<file path="src/rtl/mem_port_arbiter_pkg.sv">
// Shared types for the data-port arbiter: FSM states, read-return owner codes, bus widths.
// No logic; imported by the arbiter, its interface and the bench.
// Owner codes tag which master a registered read belongs to.
package mem_port_arbiter_pkg;

  localparam int ADDR_W = 16;
  localparam int DATA_W = 16;

  localparam int STARVE_LIMIT_DEF = 4;
  localparam int MAX_BURST_DEF    = 8;

  typedef logic [ADDR_W-1:0] addr_t;
  typedef logic [DATA_W-1:0] data_t;

  typedef enum logic {
    ARB       = 1'b0,
    EXT_BURST = 1'b1
  } arb_state_e;

  typedef enum logic [1:0] {
    OWN_NONE = 2'd0,
    OWN_CPU  = 2'd1,
    OWN_EXT  = 2'd2
  } owner_e;

  // Counter width able to hold 0..limit, never narrower than one bit.
  function automatic int cnt_width(input int limit);
    return (limit < 1) ? 1 : $clog2(limit + 1);
  endfunction

endpackage

</file>
<file path="src/rtl/mem_port_arbiter_if.sv">
// Bundle of CPU-side, external-master-side and memory-side signals of the shared data port.
// Pure wiring, no latency.
// slave = the arbiter; master = the environment (CPU, external master and memory together).
interface mem_port_arbiter_if;
  import mem_port_arbiter_pkg::*;

  logic  cpu_req;
  logic  cpu_we;
  addr_t cpu_addr;
  data_t cpu_wdata;
  logic  cpu_gnt;
  logic  cpu_rvalid;

  logic  ext_req;
  logic  ext_we;
  logic  ext_lock;
  addr_t ext_addr;
  data_t ext_wdata;
  logic  ext_gnt;
  logic  ext_rvalid;

  logic  mem_ren;
  logic  mem_we;
  addr_t mem_addr;
  data_t mem_wdata;
  data_t mem_rdata;

  // mem_rdata goes straight from the memory to both masters; the arbiter only flags ownership.
  modport slave (
    input  cpu_req, cpu_we, cpu_addr, cpu_wdata,
    input  ext_req, ext_we, ext_lock, ext_addr, ext_wdata,
    output cpu_gnt, cpu_rvalid, ext_gnt, ext_rvalid,
    output mem_ren, mem_we, mem_addr, mem_wdata
  );

  modport master (
    output cpu_req, cpu_we, cpu_addr, cpu_wdata,
    output ext_req, ext_we, ext_lock, ext_addr, ext_wdata,
    output mem_rdata,
    input  cpu_gnt, cpu_rvalid, ext_gnt, ext_rvalid,
    input  mem_ren, mem_we, mem_addr, mem_wdata
  );

endinterface

</file>
<file path="src/rtl/mem_port_arbiter_sat_counter.sv">
// Saturating up-counter with synchronous clear (clear wins over increment).
// Count visible the cycle after inc/clr; at_limit is a decode of the current count.
// No handshake; holds at LIMIT instead of wrapping.
module mem_port_arbiter_sat_counter #(
  parameter int WIDTH = 3,
  parameter int LIMIT = 4
) (
  input  logic             clk,
  input  logic             rst,
  input  logic             inc,
  input  logic             clr,
  output logic [WIDTH-1:0] cnt,
  output logic             at_limit
);

  localparam logic [WIDTH-1:0] LIM = WIDTH'(LIMIT);

  logic [WIDTH-1:0] cnt_q;
  logic [WIDTH-1:0] cnt_d;

  assign at_limit = (cnt_q == LIM);
  assign cnt      = cnt_q;

  // Next count: clear first, otherwise increment until the limit is reached.
  always_comb begin
    cnt_d = cnt_q;
    if (clr) begin
      cnt_d = '0;
    end else if (inc && !at_limit) begin
      cnt_d = cnt_q + 1'b1;
    end
  end

  // Count register.
  always_ff @(posedge clk or posedge rst) begin
    if (rst) begin
      cnt_q <= '0;
    end else begin
      cnt_q <= cnt_d;
    end
  end

endmodule

</file>
<file path="src/rtl/mem_port_arbiter.sv">
// Arbitrates the CPU data port and an external master onto one 1-cycle-latency memory port.
// Grants are combinational in the request cycle; read data returns with rvalid one cycle later.
// Loser stalls (req & ~gnt); CPU wins by default, starvation counter and locked bursts favour ext.
module mem_port_arbiter
  import mem_port_arbiter_pkg::*;
#(
  parameter int STARVE_LIMIT = STARVE_LIMIT_DEF,
  parameter int MAX_BURST    = MAX_BURST_DEF
) (
  input logic               clk,
  input logic               rst,
  mem_port_arbiter_if.slave bus
);

  localparam int SW = cnt_width(STARVE_LIMIT);
  localparam int BW = cnt_width(MAX_BURST);
  // burst_cnt value on the beat that completes a full burst
  localparam logic [BW-1:0] BURST_LAST = BW'(MAX_BURST - 1);

  arb_state_e state_q, state_d;
  logic       cpu_first_q, cpu_first_d;
  owner_e     rd_owner_q, rd_owner_d;

  logic          cpu_gnt, ext_gnt;
  logic          starve_inc, starve_clr, starve_at_limit;
  logic          burst_inc, burst_clr, burst_at_limit;
  logic [SW-1:0] starve_cnt;
  logic [BW-1:0] burst_cnt;
  logic          unused_cnt;

  mem_port_arbiter_sat_counter #(.WIDTH(SW), .LIMIT(STARVE_LIMIT)) u_starve (
    .clk(clk), .rst(rst), .inc(starve_inc), .clr(starve_clr),
    .cnt(starve_cnt), .at_limit(starve_at_limit)
  );

  mem_port_arbiter_sat_counter #(.WIDTH(BW), .LIMIT(MAX_BURST)) u_burst (
    .clk(clk), .rst(rst), .inc(burst_inc), .clr(burst_clr),
    .cnt(burst_cnt), .at_limit(burst_at_limit)
  );

  // The starvation count is only consumed via at_limit; burst end is detected one beat early.
  assign unused_cnt = ^{starve_cnt, burst_at_limit};

  // FSM next state, grants and counter controls. Grants are forced low while in reset.
  always_comb begin
    state_d     = state_q;
    cpu_first_d = cpu_first_q;
    cpu_gnt     = 1'b0;
    ext_gnt     = 1'b0;
    starve_inc  = 1'b0;
    starve_clr  = 1'b0;
    burst_inc   = 1'b0;
    burst_clr   = 1'b0;
    if (!rst) begin
      case (state_q)
        ARB: begin
          cpu_first_d = 1'b0;
          if (bus.cpu_req && bus.ext_req) begin
            if (starve_at_limit && !cpu_first_q) begin
              ext_gnt = 1'b1;
            end else begin
              cpu_gnt    = 1'b1;
              starve_inc = 1'b1;
            end
          end else if (bus.cpu_req) begin
            cpu_gnt = 1'b1;
          end else if (bus.ext_req) begin
            ext_gnt = 1'b1;
          end
          if (ext_gnt || !bus.ext_req) begin
            starve_clr = 1'b1;
          end
          // A locked grant in ARB is beat 1 of the burst.
          if (ext_gnt && bus.ext_lock) begin
            if (MAX_BURST == 1) begin
              cpu_first_d = 1'b1;
            end else begin
              state_d   = EXT_BURST;
              burst_inc = 1'b1;
            end
          end
        end
        EXT_BURST: begin
          if (bus.ext_req && bus.ext_lock) begin
            ext_gnt = 1'b1;
            if (burst_cnt == BURST_LAST) begin
              state_d     = ARB;
              cpu_first_d = 1'b1;
              burst_clr   = 1'b1;
            end else begin
              burst_inc = 1'b1;
            end
          end else begin
            // Master released the lock: idle this cycle, normal arbitration next cycle.
            state_d   = ARB;
            burst_clr = 1'b1;
          end
        end
        default: begin
          state_d = ARB;
        end
      endcase
    end
  end

  // Memory drive from the winner and read-owner tag for the return cycle.
  always_comb begin
    bus.mem_ren   = 1'b0;
    bus.mem_we    = 1'b0;
    bus.mem_addr  = '0;
    bus.mem_wdata = '0;
    rd_owner_d    = OWN_NONE;
    if (cpu_gnt) begin
      bus.mem_ren   = !bus.cpu_we;
      bus.mem_we    = bus.cpu_we;
      bus.mem_addr  = bus.cpu_addr;
      bus.mem_wdata = bus.cpu_wdata;
      rd_owner_d    = bus.cpu_we ? OWN_NONE : OWN_CPU;
    end else if (ext_gnt) begin
      bus.mem_ren   = !bus.ext_we;
      bus.mem_we    = bus.ext_we;
      bus.mem_addr  = bus.ext_addr;
      bus.mem_wdata = bus.ext_wdata;
      rd_owner_d    = bus.ext_we ? OWN_NONE : OWN_EXT;
    end
  end

  // State registers; reset drops any burst and any read in flight.
  always_ff @(posedge clk or posedge rst) begin
    if (rst) begin
      state_q     <= ARB;
      cpu_first_q <= 1'b0;
      rd_owner_q  <= OWN_NONE;
    end else begin
      state_q     <= state_d;
      cpu_first_q <= cpu_first_d;
      rd_owner_q  <= rd_owner_d;
    end
  end

  assign bus.cpu_gnt    = cpu_gnt;
  assign bus.ext_gnt    = ext_gnt;
  assign bus.cpu_rvalid = (rd_owner_q == OWN_CPU);
  assign bus.ext_rvalid = (rd_owner_q == OWN_EXT);

endmodule

</file>
<file path="src/flat_wrapper.sv">
// flat-port wrapper written by rule: the top's interface ports become plain ports
module mem_port_arbiter_flat import mem_port_arbiter_pkg::*;
#(
  parameter int STARVE_LIMIT = STARVE_LIMIT_DEF,
  parameter int MAX_BURST    = MAX_BURST_DEF
)
  (clk, rst, bus_cpu_req, bus_cpu_we, bus_cpu_addr, bus_cpu_wdata, bus_ext_req, bus_ext_we, bus_ext_lock, bus_ext_addr, bus_ext_wdata, bus_cpu_gnt, bus_cpu_rvalid, bus_ext_gnt, bus_ext_rvalid, bus_mem_ren, bus_mem_we, bus_mem_addr, bus_mem_wdata);
  mem_port_arbiter_if bus_i ();
  input logic clk;
  input logic rst;
  input wire logic [$bits(bus_i.cpu_req)-1:0] bus_cpu_req;
  input wire logic [$bits(bus_i.cpu_we)-1:0] bus_cpu_we;
  input wire logic [$bits(bus_i.cpu_addr)-1:0] bus_cpu_addr;
  input wire logic [$bits(bus_i.cpu_wdata)-1:0] bus_cpu_wdata;
  input wire logic [$bits(bus_i.ext_req)-1:0] bus_ext_req;
  input wire logic [$bits(bus_i.ext_we)-1:0] bus_ext_we;
  input wire logic [$bits(bus_i.ext_lock)-1:0] bus_ext_lock;
  input wire logic [$bits(bus_i.ext_addr)-1:0] bus_ext_addr;
  input wire logic [$bits(bus_i.ext_wdata)-1:0] bus_ext_wdata;
  output wire logic [$bits(bus_i.cpu_gnt)-1:0] bus_cpu_gnt;
  output wire logic [$bits(bus_i.cpu_rvalid)-1:0] bus_cpu_rvalid;
  output wire logic [$bits(bus_i.ext_gnt)-1:0] bus_ext_gnt;
  output wire logic [$bits(bus_i.ext_rvalid)-1:0] bus_ext_rvalid;
  output wire logic [$bits(bus_i.mem_ren)-1:0] bus_mem_ren;
  output wire logic [$bits(bus_i.mem_we)-1:0] bus_mem_we;
  output wire logic [$bits(bus_i.mem_addr)-1:0] bus_mem_addr;
  output wire logic [$bits(bus_i.mem_wdata)-1:0] bus_mem_wdata;
  assign bus_i.cpu_req = bus_cpu_req;
  assign bus_i.cpu_we = bus_cpu_we;
  assign bus_i.cpu_addr = bus_cpu_addr;
  assign bus_i.cpu_wdata = bus_cpu_wdata;
  assign bus_i.ext_req = bus_ext_req;
  assign bus_i.ext_we = bus_ext_we;
  assign bus_i.ext_lock = bus_ext_lock;
  assign bus_i.ext_addr = bus_ext_addr;
  assign bus_i.ext_wdata = bus_ext_wdata;
  assign bus_cpu_gnt = bus_i.cpu_gnt;
  assign bus_cpu_rvalid = bus_i.cpu_rvalid;
  assign bus_ext_gnt = bus_i.ext_gnt;
  assign bus_ext_rvalid = bus_i.ext_rvalid;
  assign bus_mem_ren = bus_i.mem_ren;
  assign bus_mem_we = bus_i.mem_we;
  assign bus_mem_addr = bus_i.mem_addr;
  assign bus_mem_wdata = bus_i.mem_wdata;
  mem_port_arbiter #(.STARVE_LIMIT(STARVE_LIMIT), .MAX_BURST(MAX_BURST)) u_core (.clk(clk), .rst(rst), .bus(bus_i));
endmodule
</file>
<file path="config.mk">
export PLATFORM = sky130hd
export DESIGN_NAME = mem_port_arbiter_flat
export DESIGN_NICKNAME = d
export VERILOG_FILES = /design/src/rtl/mem_port_arbiter_pkg.sv /design/src/rtl/mem_port_arbiter_if.sv /design/src/rtl/mem_port_arbiter_sat_counter.sv /design/src/rtl/mem_port_arbiter.sv /design/src/flat_wrapper.sv
export SDC_FILE = /design/constraint.sdc
export NUM_CORES = 1
export LEC_CHECK = 0
export BUFFER_PORTS_ARGS = -buffer_cell sky130_fd_sc_hd__buf_4
export CORE_MARGIN = 2
export CORE_UTILIZATION = 37
export DETAILED_ROUTE_END_ITERATION = 12
export PLACE_DENSITY_LB_ADDON = 0.15
export REMOVE_ABC_BUFFERS = 1
export SLEW_MARGIN = 30
export SYNTH_ARGS = -nofsm -noshare
export SYNTH_HDL_FRONTEND = slang
export SYNTH_SLANG_ARGS = --single-unit
</file>
<file path="constraint.sdc">
create_clock -name clk -period 3.1 [get_ports clk]
set_input_delay 0.31 -clock clk [delete_from_list [all_inputs] [get_ports clk]]
set_output_delay 0.31 -clock clk [all_outputs]
set_load 0.01 [all_outputs]
</file>
==> reports/metrics.csv <==
metric,value,unit
IO Count,109,
first-pass GRT wire length,5.95,mm
Synth Warn #,0,
nature of the critical path endpoint,output port,
synthesized area per cell,9.07,µm²
Via Count,1302,
number of DRC violations after detailed routing,0,
H-tree levels,1,
"Net count, final",293,
hold_ws,77.6,ps
drt wl/cell,15.5,µm
1st-pass router iterations,4,
max-slew violation count,0,
core area,2520,µm²
largest net degree at the start of global routing,37,
share of the core filled with cells in the final layout,72.4,%
fraction of the yosys area taken by sequential cells,27.3,%
Slew Limit Headroom,67.9,%
post-DP HPWL,3.23,mm
die boundary height,56.2,µm
"area leader, netlist",sky130_fd_sc_hd__a22o_1,
number of different library cells in the post-synthesis netlist,27,
switching power summed over all nets,0.192,mW
critical path startpoint category,flop,
cts repair resizes,0,
buffers inserted during post-CTS setup optimization,0,
number of non-filler instances in the completed layout,247,
Min-Delay Path Class,input port to async pin,
"FF+latch count, synth",11,
grt total ovfl,0,
overall die area,3160,µm²
antenna cells,0,
switching power as a share of total power,34.1,%
drt via density,5.27,
area of the mapped netlist,1010,µm²
Cells after DPL,243,
number of sinks driven by the clock tree,11,
number of port buffers,108,
worst setup path class,flop to output port,
Max-Cap Viols,0,
Area contributors post-synth,"sky130_fd_sc_hd__a22o_1, sky130_fd_sc_hd__dfrtp_1, sky130_fd_sc_hd__buf_6, sky130_fd_sc_hd__ha_1, sky130_fd_sc_hd__nand2_1",
number of hold-slack violations in the final timing report,0,
number of buffers added to fix hold violations after cts,0,
RD Place Congestion,0.800,
Max Clock Skew,5.33,ps
status,finished clean,
relative contribution of sequential cells to total power,33.3,%
Die Span X,56.2,µm
starting density of the core,39.9,%
root buffer cell,sky130_fd_sc_hd__clkbuf_4,
critical-path maximum fanout,35,
peak supply drop,0.000296,V
final cell area excluding filler cells,1830,µm²
CP Data Arrival Time,2160,ps
time the final worst path needs with I/O delays and setup,2470,ps
internal power summed over all cells,0.372,mW
share of the clock period used by the worst path,79.6,%
slew at the pin with the worst max-slew slack,480,ps
Final setup violation count,0,
Leak Pwr,1.01,nW
wire length after detailed routing,3.82,mm
"Reg clk slew, reported paths",70,ps
area overhead of the layout relative to synthesis,81.2,%
TritonCTS clock tree,built,
Worst R2R Path Depth,6,
Power Density,309,nW/µm²
remaining antenna violation count,0,
RSZ-0062 raised after global routing,false,
number of CTS-inserted buffers,3,
total global-route track usage,23.7,%
Core Rows,18,
Post-Place Cell Area,1800,µm²
number of global-route vias before repair,1283,
Iter 0 DRT Violations,59,
initial antenna violation count,0,
"Clk Latency, worst-skew pair",270,ps
clock tree buffer depth,2,
required arrival time at the worst endpoint,2790,ps
Max Clock Freq,405,MHz
Synth top area share,28.7,%
Comb pwr share,49.3,%
instance count of the mapped netlist,111,
share of post-route cells with drive strength above 1,53.9,%
clock power share,17.3,%
setup tns final,0,ps
[cell usage after synthesis]
| cell type | n |
|---|---|
| sky130_fd_sc_hd__a22o_1 | 33 |
| sky130_fd_sc_hd__nand2_1 | 12 |
| sky130_fd_sc_hd__dfrtp_1 | 11 |
| sky130_fd_sc_hd__inv_1 | 10 |
| sky130_fd_sc_hd__buf_6 | 5 |
| sky130_fd_sc_hd__ha_1 | 4 |
| sky130_fd_sc_hd__a21oi_1 | 3 |
| sky130_fd_sc_hd__and3b_1 | 3 |
| sky130_fd_sc_hd__buf_2 | 3 |
| sky130_fd_sc_hd__mux2i_1 | 3 |
| sky130_fd_sc_hd__nor2b_1 | 3 |
| sky130_fd_sc_hd__o21ai_0 | 3 |
| sky130_fd_sc_hd__nand2b_1 | 2 |
| sky130_fd_sc_hd__nor2_1 | 2 |
| sky130_fd_sc_hd__o211ai_1 | 2 |
| sky130_fd_sc_hd__a21o_1 | 1 |
| sky130_fd_sc_hd__a21oi_2 | 1 |
| sky130_fd_sc_hd__a31o_2 | 1 |
| sky130_fd_sc_hd__a31oi_2 | 1 |
| sky130_fd_sc_hd__and2_1 | 1 |
| sky130_fd_sc_hd__nand3_1 | 1 |
| sky130_fd_sc_hd__nand4b_1 | 1 |
| sky130_fd_sc_hd__nor2_2 | 1 |
| sky130_fd_sc_hd__nor4_1 | 1 |
| sky130_fd_sc_hd__o2111a_1 | 1 |
| sky130_fd_sc_hd__o211a_1 | 1 |
| sky130_fd_sc_hd__o31ai_1 | 1 |
[flip-flops by register name, summed over array words and instances (netlist names)]
signal               cells
u_core.cpu_first_q       1
u_core.rd_owner_q        2
u_core.state_q           1
u_core.u_burst.cnt       4
u_core.u_starve.cnt      3
[final timing paths]
kind	from	to	slack, ps
setup / recovery	u_core.u_starve.cnt[0]	bus_mem_ren	630
hold reg to reg	u_core.u_burst.cnt[0]	u_core.u_burst.cnt[0]	520
hold / removal	rst	u_core.cpu_first_q	80
max in group asynchronous	rst	u_core.u_starve.cnt[1]	2690
setup reg to reg	u_core.u_starve.cnt[0]	u_core.u_burst.cnt[3]	1200
min in group clk	bus_ext_we	u_core.rd_owner_q[1]	210
[metal layers]
metal / global-route usage [%] / part of all wire (%) / vias to the layer above
met2: 44.5 / 55 / 67
met1: 26.3 / 36 / 593
met5: 0 / 0 / -
li1: - / - / 634
met3: 4.65 / 7.0 / 8
met4: 7.48 / 1.7 / 0
[cell usage in the layout (no fill, tap or decap), drive strengths merged]
master,instances
nand3,1
o31ai,1
a31oi,1
o21ai,3
a21o,1
a31o,1
nand2b,2
a21oi,4
mux2i,3
o2111a,1
dfrtp,11
ha,4
inv,10
nor2,3
nand2,12
o211a,1
nor2b,3
and3b,3
nor4,1
and2,1
clkbuf,4
o211ai,2
a22o,33
buf,110
nand4b,1
[critical path, stage by stage (launching register included)]
cell                       delay [ps]
sky130_fd_sc_hd__dfrtp_1          410
sky130_fd_sc_hd__inv_1             70
sky130_fd_sc_hd__ha_1             170
sky130_fd_sc_hd__and3b_1          260
sky130_fd_sc_hd__o2111a_1         220
sky130_fd_sc_hd__buf_4            320
sky130_fd_sc_hd__nor2b_1          210
sky130_fd_sc_hd__a21o_1           110
sky130_fd_sc_hd__buf_4            110
[power groups by stage]
stage / Sequential [mW] / Clock [mW] / Combinational (mW)
after CTS: 0.189 / 0.100 / 0.279
after global routing: 0.192 / 0.105 / 0.306
final: 0.188 / 0.0979 / 0.278
after floorplan: 0.186 / 0 / 0.135
after global placement: 0.188 / 0 / 0.269
after detailed placement: 0.192 / 0 / 0.278
[kinds of logic (layout without fill, tap and decap cells)]
kind of cell / count (synthesis) / after routing / synth area share [%]
compound gates: 48 / 48 / 39.8
simple gates: 27 / 27 / 14.2
buf+inv: 18 / 124 / 10.8
flops: 11 / 11 / 27.3
fa+ha+maj: 4 / 4 / 4.97
mux: 3 / 3 / 2.98
[layout make-up]
class	count	area [µm²]
repair buffers	110	826
fillers	200	697
multi-input cells	82	623
flip-flops and latches	11	275
inverters	10	37.5
well taps	30	37.5
clock buffers	4	26.3
[through the flow]
step	worst slack (ps)	power [mW]
2_1_floorplan	770	0.321
3_3_place_gp	1000	0.457
3_5_place_dp	943	0.470
4_1_cts	645	0.568
5_1_grt	491	0.603
6_report	631	0.565
Note: power is estimated with default switching activity, not from simulation.
